`src/rtl/harvos_pkg.sv`:
```
// Shared types and constants for the mem_sched3 memory scheduler:
// FSM state enum, requester indices, command struct and the fixed-priority helper.
package harvos_pkg;

  typedef enum logic [1:0] {
    ST_IDLE  = 2'd0,
    ST_ISSUE = 2'd1,
    ST_WAIT  = 2'd2,
    ST_RESP  = 2'd3
  } sched_state_e;

  // Requester indices into the packed request/grant vectors.
  localparam int SCHED_D    = 0;
  localparam int SCHED_I    = 1;
  localparam int SCHED_X    = 2;
  localparam int SCHED_NREQ = 3;

  localparam int SCHED_TIMEOUT_DEFAULT   = 255;
  localparam int SCHED_AGE_LIMIT_DEFAULT = 15;

  // One requester's command as presented to the RAM.
  typedef struct packed {
    logic        we;
    logic [3:0]  be;
    logic [31:0] addr;
    logic [31:0] wdata;
  } sched_cmd_t;

  // Fixed priority d > i > x, returns a one-hot (or all-zero) grant.
  function automatic logic [SCHED_NREQ-1:0] sched_prio_pick(input logic [SCHED_NREQ-1:0] req);
    logic [SCHED_NREQ-1:0] g;
    g = '0;
    if (req[SCHED_D])      g[SCHED_D] = 1'b1;
    else if (req[SCHED_I]) g[SCHED_I] = 1'b1;
    else if (req[SCHED_X]) g[SCHED_X] = 1'b1;
    return g;
  endfunction

endpackage

```
`src/rtl/harvos_sched_pick.sv`:
```
// Combinational grant selection: aged requesters first, then plain d > i > x.
module harvos_sched_pick
  import harvos_pkg::*;
(
  input  logic [SCHED_NREQ-1:0] i_req,
  input  logic [SCHED_NREQ-1:0] i_aged,
  output logic [SCHED_NREQ-1:0] o_grant
);

  logic [SCHED_NREQ-1:0] w_aged_req;

  assign w_aged_req = i_req & i_aged;

  // Any aged requester pre-empts the base order; ties among aged use the base order.
  always_comb begin
    o_grant = sched_prio_pick(i_req);
    if (|w_aged_req) begin
      o_grant = sched_prio_pick(w_aged_req);
    end
  end

endmodule

```
`src/rtl/mem_sched3.sv`:
```
// mem_sched3: three-requester (D$, I$, DMA) single-outstanding RAM scheduler.
// IDLE picks a grantee, ISSUE pulses m_req, WAIT collects the RAM answer or
// times out with a synthesized fault, RESP pulses the grantee's p_rvalid.
// Optional aging of starving requesters is enabled by HARVOS_SCHED_AGING_EN.
module mem_sched3
  import harvos_pkg::*;
#(
  parameter int TIMEOUT_CYC = SCHED_TIMEOUT_DEFAULT,
  parameter int AGE_LIMIT   = SCHED_AGE_LIMIT_DEFAULT
) (
  input  logic        clk,
  input  logic        rst_n,
  // D$ requester
  input  logic        d_req,
  input  logic        d_we,
  input  logic [3:0]  d_be,
  input  logic [31:0] d_addr,
  input  logic [31:0] d_wdata,
  output logic [31:0] d_rdata,
  output logic        d_rvalid,
  output logic        d_fault,
  // I$ requester
  input  logic        i_req,
  input  logic        i_we,
  input  logic [3:0]  i_be,
  input  logic [31:0] i_addr,
  input  logic [31:0] i_wdata,
  output logic [31:0] i_rdata,
  output logic        i_rvalid,
  output logic        i_fault,
  // DMA requester
  input  logic        x_req,
  input  logic        x_we,
  input  logic [3:0]  x_be,
  input  logic [31:0] x_addr,
  input  logic [31:0] x_wdata,
  output logic [31:0] x_rdata,
  output logic        x_rvalid,
  output logic        x_fault,
  // RAM side
  output logic        m_req,
  output logic        m_we,
  output logic [3:0]  m_be,
  output logic [31:0] m_addr,
  output logic [31:0] m_wdata,
  input  logic [31:0] m_rdata,
  input  logic        m_rvalid,
  input  logic        m_fault
);

  localparam logic [8:0] TO_CNT   = 9'(TIMEOUT_CYC);
  localparam logic [4:0] AGE_LIM5 = 5'(AGE_LIMIT);

  genvar gi;

  sched_state_e          r_state;
  sched_state_e          w_state_next;
  logic [SCHED_NREQ-1:0] w_req;
  logic [SCHED_NREQ-1:0] w_aged;
  logic [SCHED_NREQ-1:0] w_grant;
  logic [SCHED_NREQ-1:0] r_grant;
  sched_cmd_t            w_cmd [SCHED_NREQ];
  sched_cmd_t            w_sel_cmd;
  logic [8:0]            r_cnt;
  logic [8:0]            w_cnt_inc;
  logic                  w_start;
  logic                  w_finish;

  logic                  r_m_req;
  logic                  r_m_we;
  logic [3:0]            r_m_be;
  logic [31:0]           r_m_addr;
  logic [31:0]           r_m_wdata;

  logic [SCHED_NREQ-1:0] w_rvalid;
  logic [SCHED_NREQ-1:0] w_fault;
  logic [31:0]           w_rdata [SCHED_NREQ];

  assign w_req = {x_req, i_req, d_req};

  assign w_cmd[SCHED_D] = '{we: d_we, be: d_be, addr: d_addr, wdata: d_wdata};
  assign w_cmd[SCHED_I] = '{we: i_we, be: i_be, addr: i_addr, wdata: i_wdata};
  assign w_cmd[SCHED_X] = '{we: x_we, be: x_be, addr: x_addr, wdata: x_wdata};

  assign w_cnt_inc = r_cnt + 9'd1;
  assign w_start   = (r_state == ST_IDLE) && (|w_req);
  assign w_finish  = (r_state == ST_WAIT) && (w_state_next == ST_RESP);

  harvos_sched_pick u_pick (
    .i_req   (w_req),
    .i_aged  (w_aged),
    .o_grant (w_grant)
  );

`ifdef HARVOS_SCHED_AGING_EN
  for (gi = 0; gi < SCHED_NREQ; gi++) begin : g_age
    logic [3:0] r_age;

    // Saturating count of IDLE decisions this requester asked for and lost.
    always_ff @(posedge clk or negedge rst_n) begin
      if (!rst_n) begin
        r_age <= '0;
      end else if (w_start) begin
        if (w_grant[gi]) begin
          r_age <= '0;
        end else if (w_req[gi] && (r_age != 4'hF)) begin
          r_age <= r_age + 4'd1;
        end
      end
    end

    assign w_aged[gi] = ({1'b0, r_age} >= AGE_LIM5);
  end
`else
  // No aging state: every requester carries the same aged flag, so the
  // picker always resolves on the fixed d > i > x order.
  assign w_aged = {SCHED_NREQ{AGE_LIM5 == 5'd0}};
`endif

  // Mux the granted requester's command.
  always_comb begin
    w_sel_cmd = '0;
    for (int p = 0; p < SCHED_NREQ; p++) begin
      if (w_grant[p]) begin
        w_sel_cmd = w_cmd[p];
      end
    end
  end

  // State register.
  always_ff @(posedge clk or negedge rst_n) begin
    if (!rst_n) begin
      r_state <= ST_IDLE;
    end else begin
      r_state <= w_state_next;
    end
  end

  // Next-state logic; a real RAM answer wins over a same-cycle timeout.
  always_comb begin
    w_state_next = r_state;
    case (r_state)
      ST_IDLE: begin
        if (|w_req) begin
          w_state_next = ST_ISSUE;
        end
      end
      ST_ISSUE: begin
        w_state_next = ST_WAIT;
      end
      ST_WAIT: begin
        if (m_rvalid || (w_cnt_inc == TO_CNT)) begin
          w_state_next = ST_RESP;
        end
      end
      ST_RESP: begin
        w_state_next = ST_IDLE;
      end
      default: begin
        w_state_next = ST_IDLE;
      end
    endcase
  end

  // WAIT timer: zero when WAIT is entered, counts every WAIT cycle.
  always_ff @(posedge clk or negedge rst_n) begin
    if (!rst_n) begin
      r_cnt <= '0;
    end else if (r_state == ST_ISSUE) begin
      r_cnt <= '0;
    end else if (r_state == ST_WAIT) begin
      r_cnt <= w_cnt_inc;
    end
  end

  // RAM command registers: loaded on grant, m_req dropped after ISSUE,
  // command held through WAIT and cleared once the response is captured.
  always_ff @(posedge clk or negedge rst_n) begin
    if (!rst_n) begin
      r_grant   <= '0;
      r_m_req   <= 1'b0;
      r_m_we    <= 1'b0;
      r_m_be    <= '0;
      r_m_addr  <= '0;
      r_m_wdata <= '0;
    end else if (w_start) begin
      r_grant   <= w_grant;
      r_m_req   <= 1'b1;
      r_m_we    <= w_sel_cmd.we;
      r_m_be    <= w_sel_cmd.be;
      r_m_addr  <= w_sel_cmd.addr;
      r_m_wdata <= w_sel_cmd.wdata;
    end else if (r_state == ST_ISSUE) begin
      r_m_req <= 1'b0;
    end else if (w_finish) begin
      r_m_we    <= 1'b0;
      r_m_be    <= '0;
      r_m_addr  <= '0;
      r_m_wdata <= '0;
    end
  end

  for (gi = 0; gi < SCHED_NREQ; gi++) begin : g_resp
    logic        r_rvalid;
    logic        r_fault;
    logic [31:0] r_rdata;

    // Per-requester response: one-cycle rvalid/fault pulse, rdata held until the next own response.
    always_ff @(posedge clk or negedge rst_n) begin
      if (!rst_n) begin
        r_rvalid <= 1'b0;
        r_fault  <= 1'b0;
        r_rdata  <= '0;
      end else if (w_finish && r_grant[gi]) begin
        r_rvalid <= 1'b1;
        r_fault  <= m_rvalid ? m_fault : 1'b1;
        r_rdata  <= m_rvalid ? m_rdata : 32'h0;
      end else begin
        r_rvalid <= 1'b0;
        r_fault  <= 1'b0;
      end
    end

    assign w_rvalid[gi] = r_rvalid;
    assign w_fault[gi]  = r_fault;
    assign w_rdata[gi]  = r_rdata;
  end

  assign m_req   = r_m_req;
  assign m_we    = r_m_we;
  assign m_be    = r_m_be;
  assign m_addr  = r_m_addr;
  assign m_wdata = r_m_wdata;

  assign d_rvalid = w_rvalid[SCHED_D];
  assign d_fault  = w_fault[SCHED_D];
  assign d_rdata  = w_rdata[SCHED_D];
  assign i_rvalid = w_rvalid[SCHED_I];
  assign i_fault  = w_fault[SCHED_I];
  assign i_rdata  = w_rdata[SCHED_I];
  assign x_rvalid = w_rvalid[SCHED_X];
  assign x_fault  = w_fault[SCHED_X];
  assign x_rdata  = w_rdata[SCHED_X];

endmodule

```
`config.mk`:
```
export PLATFORM = sky130hd
export DESIGN_NAME = mem_sched3
export DESIGN_NICKNAME = d
export VERILOG_FILES = /design/src/rtl/harvos_pkg.sv /design/src/rtl/harvos_sched_pick.sv /design/src/rtl/mem_sched3.sv
export SDC_FILE = /design/constraint.sdc
export NUM_CORES = 1
export LEC_CHECK = 0
export CAP_MARGIN = 20
export CORE_AREA = 2 2 161 163
export CTS_CLUSTER_SIZE = 28
export DETAILED_ROUTE_END_ITERATION = 6
export DIE_AREA = 0 0 163 165
export GPL_ROUTABILITY_DRIVEN = 1
export PLACE_DENSITY = 0.85
export SLEW_MARGIN = 20
export SYNTH_ARGS = -nofsm -noshare
export SYNTH_HDL_FRONTEND = slang
export SYNTH_HIERARCHICAL = 1
export SYNTH_SLANG_ARGS = --single-unit
```
`constraint.sdc`:
```
create_clock -name clk -period 3.26 [get_ports clk]
set_input_delay 0.652 -clock clk [delete_from_list [all_inputs] [get_ports clk]]
set_output_delay 0.652 -clock clk [all_outputs]
set_load 0.005 [all_outputs]
```
==> results.toml <==
[status]
status = "finished clean"

[clock_tree]
numCtsBuffers = 17
cts_resized = 0
cts_setup_buffers = 0
clockBufferDepth = 2
cts.sinks = 186
cts-root-buf = "clkbuf_16"
path_clk_slew_ns = 0.08
tritoncts = "built"
htreeDepth = 4
insertion_delay_ns = 0.43
holdBufCountCts = 0

[die]
placementRows = 58
top_level_ports = 418
die_x_um = 163
die_h_um = 165
die-area_mm2 = 0.02690
start_util = 0.3892
core_area_mm2 = 0.02504

[logic_synthesis]
syn_area_mm2 = 0.009743
ys_async_sr_fraction = 1.000
syn_avg_cell_area_um2 = 8.554
synth-edff-count = 0
yosysWarnings = 6
synthFlopType = "dfrtp_1"
ys_seq_area_frac = 0.4777
synthCells = 1139
ys_types = 46
ys_seq_elements = 186

[power]
leakage_nw = 5.889
vdd_drop_max_mv = 0.5281
powerDensity_mw_per_mm2 = 717.9

[timing]
min_period_ns = 2.649
hold_ws_ns = 0.1714
finalSetupTns_ns = 0
maxSlewViolCount = 0
tightestPinTransition_ns = 0.9616
fmax_ghz = 0.3775
final-setup-viol-count = 0
fin_crit_sh = 0.8126
hold_viol = 0
max-slew-margin-rel = 0.3589
rsz0062_at_grt = "false"
skew_ns = 0.02156

[global_route]
grt_pass1_vias = 10350
grt_pass1_wl_um = 57060
grt_antenna_before_repair = 7
grt.overflow.total = 0
grt_max_degree = 99
grt_usage = 0.2704

[route]
wirelength_um = 37140
viasPerCell = 5.939
post_drt_wl_per_cell_um = 20.25
drt_iter0_drc = 1411
dr_total_vias = 10890
drc_errors = 0
firstDrtPassIters = 6
ant_nets = 0

[setup_path]
max_stage_delay_ns = 0.46
crit_chain = "ha_1, nand2b_1, a21oi_1, o211ai_1, nor4b_4, buf_12, o21ai_0"
cpMaxStageDelayCell = "dfrtp_1"
worstReg2RegStart = "r_cnt[0]$_DFFE_PN0P_"
path_max_fanout = 75
worstPathRequired_ns = 3.55
rrSetupSlack_ns = 0.61
critPathCaptureType = "register"
worstSetupStartpointType = "register"
arrival_ns = 2.94
worstReg2RegEnd = "m_addr[2]$_DFFE_PN0P_"
worstRegToRegCells = 7
path_class = "register to register"

[final_layout]
nets = 1737
fillers = 2115
layout_common_cells = "clkdlybuf4s50_1 (415), nand2_1 (190), dfrtp_1 (186)"
area_delta_synth_final_pct = 52.60
layout_commonest_cell = "clkdlybuf4s50_1"
drive_gt1_frac = 0.05140

[hold_path]
worstHoldPathType = "input pin to asynchronous set/reset pin"

[placed_design]
hpwl_um = 26090
io_buffers = 417
gp_congestion = 0.9512

[run]
drv_cap = 0
## state kept, by name, summed over array words and instances (netlist names), 2 cells and up
signal and count:
m_be 4, r_cnt 9, r_grant 3, d_rdata 32, m_wdata 32, m_addr 32, r_state 2, i_rdata 32
x_rdata 32
## power breakdown
group	internal [W]	leakage, nW	switching, W
sequential	0.00309	2.43	0.000598
combinational	0.00231	3.17	0.00256
clock	0.00105	0.284	0.00106
total	0.00645	5.89	0.00422
## per-layer routing
| layer | global-route usage | up-vias | wire length [µm] | share of wire |
|---|---|---|---|---|
| met5 | 0 | - | 13 | 0.00035 |
| met4 | 0.1275 | 2 | 1757 | 0.047 |
| met3 | 0.05399 | 117 | 3261 | 0.088 |
| met2 | 0.4463 | 704 | 17940 | 0.48 |
| met1 | 0.3419 | 5185 | 14170 | 0.38 |
| li1 | - | 4885 | - | - |
## worst max-delay path by stage
stage                              start                 endpoint  cells past startpoint
floorplan                          d_req  m_wdata[23]$_DFFE_PN0P_                     11
global placement                   d_req   m_addr[15]$_DFFE_PN0P_                     10
detailed placement                 d_req   m_addr[17]$_DFFE_PN0P_                     10
CTS                 r_cnt[1]$_DFFE_PN0P_    m_addr[8]$_DFFE_PN0P_                      6
global route        r_cnt[1]$_DFFE_PN0P_    m_addr[8]$_DFFE_PN0P_                      6
finish              r_cnt[0]$_DFFE_PN0P_    m_addr[2]$_DFFE_PN0P_                      7
## stage by stage
stage	total power, W	utilization	cells	setup WS (ns)	area (µm²)
2_1_floorplan	0.005861	-	1148	0.9644	9777
3_3_place_gp	0.008374	0.5697	1796	0.3567	14260
3_5_place_dp	0.008564	0.5697	1796	0.2925	14260
4_1_cts	0.01068	0.5933	1828	0.6268	14850
5_1_grt	0.01134	0.5939	1834	0.4944	14870
6_report	0.01067	0.5939	1834	0.6108	14870
## worst max-delay path: cells and delay by family (launching register included)
| family | cells | cell delay (ns) |
|---|---|---|
| flops | 1 | 0.46 |
| fa+ha+maj | 1 | 0.36 |
| compound gates | 3 | 0.64 |
| simple gates | 2 | 0.64 |
| buf+inv | 1 | 0.34 |
## synthesized netlist by cell type, drive strengths merged (3+ instances only)
| master | n | area share |
|---|---|---|
| clkbuf | 95 | 0.037 |
| buf | 33 | 0.017 |
| nand2b | 5 | 0.0032 |
| o21ai | 246 | 0.13 |
| a21oi | 7 | 0.0036 |
| a22oi | 138 | 0.11 |
| nand2 | 190 | 0.073 |
| nor3 | 4 | 0.0021 |
| dfrtp | 186 | 0.48 |
| o21a | 5 | 0.0039 |
| nand4 | 99 | 0.064 |
| ha | 6 | 0.0077 |
| nor4 | 3 | 0.0039 |
| nor2b | 3 | 0.0019 |
| o211a | 3 | 0.0031 |
| nand3 | 73 | 0.037 |
| inv | 8 | 0.0031 |
| nor2 | 7 | 0.0027 |
## cells by family after synthesis
kind of cell,synth area share
AOI/OAI and AO/OA,0.2604
and+or+nand+nor,0.1957
buffers and inverters,0.05715
xor gates and xnor gates,0.0008991
adders and majority gates,0.007705
DFF,0.4777
other,0.0003849
## area by class of cell
cell class                      count  area (µm²)  share of cell area
Tap cell                          330       412.9             0.02777
Clock buffer                       18       439.2             0.02954
Inverter                            8       30.03            0.002020
Sequential cell                   186        4654              0.3131
Antenna cell                        6       15.01            0.001010
Timing Repair Buffer              446        4516              0.3037
Clock inverter                     14       150.1             0.01010
Multi-Input combinational cell    826        4651              0.3128
Power figures use the tool's default switching activity.
